==> config.mk <==
export PLATFORM = sky130hd
export DESIGN_NAME = mips_alu
export DESIGN_NICKNAME = d
export VERILOG_FILES = /design/src/rtl/mips_alu.sv
export SDC_FILE = /design/constraint.sdc
export NUM_CORES = 1
export LEC_CHECK = 0
export CAP_MARGIN = 40
export CORE_MARGIN = 2
export CORE_UTILIZATION = 40
export CTS_CLUSTER_SIZE = 25
export DETAILED_ROUTE_END_ITERATION = 6
export HOLD_SLACK_MARGIN = 0.02
export SYNTH_ARGS = -nofsm -noshare
export SYNTH_HDL_FRONTEND = slang
export SYNTH_SLANG_ARGS = --single-unit
==> constraint.sdc <==
create_clock -name clk -period 1 [get_ports clk]
set_clock_uncertainty 0.05 [all_clocks]
set_input_delay 0.1 -clock clk [delete_from_list [all_inputs] [get_ports clk]]
set_output_delay 0.1 -clock clk [all_outputs]
set_load 0.05 [all_outputs]
==> src/rtl/mips_alu.sv <==
// Registered MIPS-style ALU for the execute stage: AND/OR/ADD/SUB/SLT/NOR with
// zero and signed-overflow flags, one cycle of latency, loaded only on in_valid.
module mips_alu #(
    parameter int WIDTH = 8
) (
    input  logic             clk,
    input  logic             reset,
    input  logic [WIDTH-1:0] a,
    input  logic [WIDTH-1:0] b,
    input  logic [3:0]       alu_ctl,
    input  logic             in_valid,
    output logic [WIDTH-1:0] alu_out,
    output logic             zero,
    output logic             overflow,
    output logic             out_valid
);

    typedef enum logic [3:0] {
        ALU_AND = 4'b0000,
        ALU_OR  = 4'b0001,
        ALU_ADD = 4'b0010,
        ALU_SUB = 4'b0110,
        ALU_SLT = 4'b0111,
        ALU_NOR = 4'b1100
    } alu_op_e;

    logic [WIDTH-1:0] w_sum;
    logic [WIDTH-1:0] w_diff;
    logic             w_add_ov;
    logic             w_sub_ov;
    logic             w_slt;
    logic [WIDTH-1:0] w_result;
    logic             w_ov;

    logic [WIDTH-1:0] r_alu_out;
    logic             r_zero;
    logic             r_overflow;
    logic             r_out_valid;

    assign w_sum    = a + b;
    assign w_diff   = a - b;
    assign w_add_ov = (a[WIDTH-1] == b[WIDTH-1]) && (w_sum[WIDTH-1] != a[WIDTH-1]);
    assign w_sub_ov = (a[WIDTH-1] != b[WIDTH-1]) && (w_diff[WIDTH-1] != a[WIDTH-1]);
    // Difference sign corrected by overflow gives the true signed a < b.
    assign w_slt    = w_diff[WIDTH-1] ^ w_sub_ov;

    // NOTE: every output of this block gets a default first, so unlisted
    // opcodes cannot infer a latch.
    always_comb begin
        w_result = '0;
        w_ov     = 1'b0;
        case (alu_op_e'(alu_ctl))
            ALU_AND: w_result = a & b;
            ALU_OR:  w_result = a | b;
            ALU_ADD: begin
                w_result = w_sum;
                w_ov     = w_add_ov;
            end
            ALU_SUB: begin
                w_result = w_diff;
                w_ov     = w_sub_ov;
            end
            ALU_SLT: w_result = {{(WIDTH-1){1'b0}}, w_slt};
            ALU_NOR: w_result = ~(a | b);
            default: begin
                w_result = '0;
                w_ov     = 1'b0;
            end
        endcase
    end

    // NOTE: sequential state uses non-blocking assignments only; zero is taken
    // from the value being loaded so it always agrees with alu_out.
    always_ff @(posedge clk or posedge reset) begin
        if (reset) begin
            r_alu_out   <= '0;
            r_zero      <= 1'b1;
            r_overflow  <= 1'b0;
            r_out_valid <= 1'b0;
        end else begin
            r_out_valid <= in_valid;
            if (in_valid) begin
                r_alu_out  <= w_result;
                r_zero     <= (w_result == '0);
                r_overflow <= w_ov;
            end
        end
    end

    assign alu_out   = r_alu_out;
    assign zero      = r_zero;
    assign overflow  = r_overflow;
    assign out_valid = r_out_valid;

endmodule

==> flow_summary.ini <==
[worst_setup_path]
reg2reg_from = alu_out[6]
path_cells = buf_6 -> buf_4 -> ha_1 -> o21ba_4 -> nor4_4 -> a2111oi_4 -> o21bai_1 -> a21oi_2 -> fa_1 -> and3b_1 -> o21ai_2 -> o221ai_2 -> nor3b_2 -> buf_4 -> buf_4 -> a21oi_2
endpoint = alu_out[7]
worst-path-buf-inv = 4
arrival_ns = 2.77
r2r_end = alu_out[6]
max_stage_delay_ns = 0.44
slowest_stage = fa_1
cp.required_ns = 1.11
cp_common_cell = buf_4
crit_family = compound AO/OA/AOI/OAI gates
reg2regPathDepth = 2
crit_start = a[1]
cp.depth = 16
crit_path_end_kind = flip-flop
startpoint_type = primary input
worstPathMaxFanout = 3
path_class = in -> reg
r2r_slack_ns = 0.07

[grt]
antenna_found_initial = 0
grt_pass1_wl_um = 9530
grt_pass1_vias = 2112
grt_overflow = 0
grt_start_max_net_pins = 19
grt_usage_pct = 26.5

[synth]
synthArstFlopShare_pct = 100
synthesis.area_mm2 = 0.00166
synth_xor_area_share_pct = 1.06
ys.flop_type = dfrtp_1
synth_top_family_by_area = compound AO/OA/AOI/OAI gates
synth_cell_types = 60
yosys-top-cells-area = ha_1, dfrtp_1, inv_1, fa_1, a21oi_1
syn-num-nets = 250
ys_seq_elements = 11
yosysSeqAreaShare_pct = 16.7
synth_edf_count = 0
yosys.area_share.simple_pct = 19.9
synth.avg_cell_area_um2 = 8.30
synth_compound_area_share_pct = 29.8
postSynthCellCount = 200
synth_top_cell_by_area = ha_1
synth_fa_ha_area_share_pct = 21.7
synth_mux_area_share_pct = 1.88
yosys_warnings = 0
synth_top_area_share_pct = 18.1

[sta]
rsz0062_at_grt = true
drv_slew = 0
worstMarginPinSlew_ns = 0.504
finalWorstSetupSlack_ns = -1.65
period_minus_slack_ns = 2.65
whs_ns = 0.119
slew_headroom_pct = 65.5
fin_tns_setup_ns = -10.78
setup_viol = 12
max_freq_ghz = 0.377
final.period_utilization_pct = 265
hold_violations = 0

[floorplanning]
die-area_mm2 = 0.00468
core_mm2 = 0.00400
die_h_um = 68.4
io_pins = 34
initial_core_util_pct = 41.5
chipWidth_um = 68.4
num_rows = 23

[layout]
diodes = 0
fin_area_mm2 = 0.00328
drive_gt1_share_pct = 59.2
fin_cells = 359
seq_area_um2 = 277
multiInputGateArea_mm2 = 0.00164
finalNetCount = 360
syn_to_final_growth_pct = 97.7
nFillCells = 241
utilization_pct = 82.0

[job]
maxCapViolCount = 0

[detailed_routing]
num_vias = 2015
routed_wl_um = 5850
post-route-drc-count = 0
drtIter0Drc = 105
viasPerCell = 5.61
wl_per_cell_um = 16.3
ant_nets = 0
dr.pass1.iters = 4

[pwr]
p_switching_mw = 1.08
powerDensity_mw_per_mm2 = 865
power.total_mw = 2.84
p_clk_share_pct = 15.4
p_int_mw = 1.76
p_leak_nw = 1.44
power_switching_share_pct = 38.1
peakVddDrop_mv = 0.413
power_frac_comb_pct = 65.1
p_seq_share_pct = 19.6

[clock_tree]
cts_tree = built
clock_path_buffers = 2
hold_buffers = 0
ctsHtreeMaxLevel = 1
clkSlewWorstSetupHoldPaths_ns = 0.05
clock_latency_ns = 0.23
cts.sinks = 11
cts-root-buf = clkbuf_8
cts_made_buffers = 3

[hold_path]
hold_class = in -> async

[placed_design]
dpl_cell_area_mm2 = 0.00274
dp_cells = 338
preCtsSetupSlack_ns = -2.47
numPortBuffers = 33
finalWeightedCongestion = 0.882
dp_hpwl_um = 4260

[run_status]
status = finished with violations
violations = negative setup slack
metal layers:
| metal | up-vias | part of all wire, % | GRT usage [%] | wire (µm) |
|---|---|---|---|---|
| met1 | 960 | 38 | 30.8 | 2210 |
| li1 | 959 | - | - | - |
| met5 | - | 0 | 0 | 0 |
| met3 | 23 | 4.5 | 2.30 | 266 |
| met2 | 73 | 53 | 50.7 | 3120 |
| met4 | 0 | 4.3 | 7.75 | 250 |
layout make-up:
| cell class | count | area share (%) |
|---|---|---|
| clock buffers | 4 | 1.37 |
| flip-flops and latches | 11 | 8.43 |
| inverters | 23 | 3.77 |
| multi-input cells | 153 | 49.8 |
| repair buffers | 118 | 34.7 |
| well taps | 50 | 1.91 |
cell usage after synthesis (all sizes together), types with 3 or more instances:
cell,count
clkbuf,7
a21oi,11
a211oi,5
nand2,5
a2111oi,3
o21bai,3
o21ai,7
fa,3
buf,6
o211ai,4
dfrtp,10
o211a,3
a22oi,4
or4b,3
a21o,3
nor2,12
nor2b,6
o22ai,3
ha,24
inv,23
nor3,6
worst reg2reg max path: cells and delay by family (launching register included):
kind | cells | cell delay, ns
AOI/OAI and AO/OA | 1 | 0.10
and+or+nand+nor | 1 | 0.28
DFF | 1 | 0.38
power groups by stage:
stage | sequential [mW] | clock [mW] | combinational, mW
floorplan | 0.715 | 0 | 0.571
global placement | 0.557 | 0 | 1.42
detailed placement | 0.560 | 0 | 1.45
CTS | 0.555 | 0.437 | 1.72
global route | 0.558 | 0.467 | 1.97
finish | 0.555 | 0.436 | 1.85
cells in the final DEF (no fill, tap or decap), types with 8 or more instances in the layout:
cell type,instances
buf_12,13
buf_4,71
buf_6,16
clkdlybuf4s50_1,8
dfrtp_1,10
ha_1,16
ha_4,8
inv_1,13
nor2_1,10
worst min path at each step:
stage | from | endpoint | slack [ns] | depth (start not counted)
detailed placement | reset | overflow | 0.37 | 3
global placement | reset | out_valid | 0.34 | 3
floorplan | reset | alu_out[0] | -0.1 | 1
finish | reset | alu_out[6] | 0.12 | 3
global route | reset | alu_out[3] | 0.14 | 3
CTS | reset | alu_out[4] | 0.13 | 3
registers in the layout (all words and copies together), names as in the netlist:
signal	flops
alu_out	8
out_valid	1
overflow	1
zero	1
kinds of logic after synthesis:
group | after synthesis
AO/OA/AOI/OAI | 67
multiplexers | 3
XOR/XNOR | 2
AND/OR/NAND/NOR | 54
adder cells (fa/ha/maj) | 27
buffers and inverters | 36
flip-flops | 11
what timing repair did:
action,CTS,global route
buffers inserted,15,3
pin swaps,29,19
gates resized for setup,129,21
endpoints found under the setup margin,12,12
(Power assumes the default switching activity.)
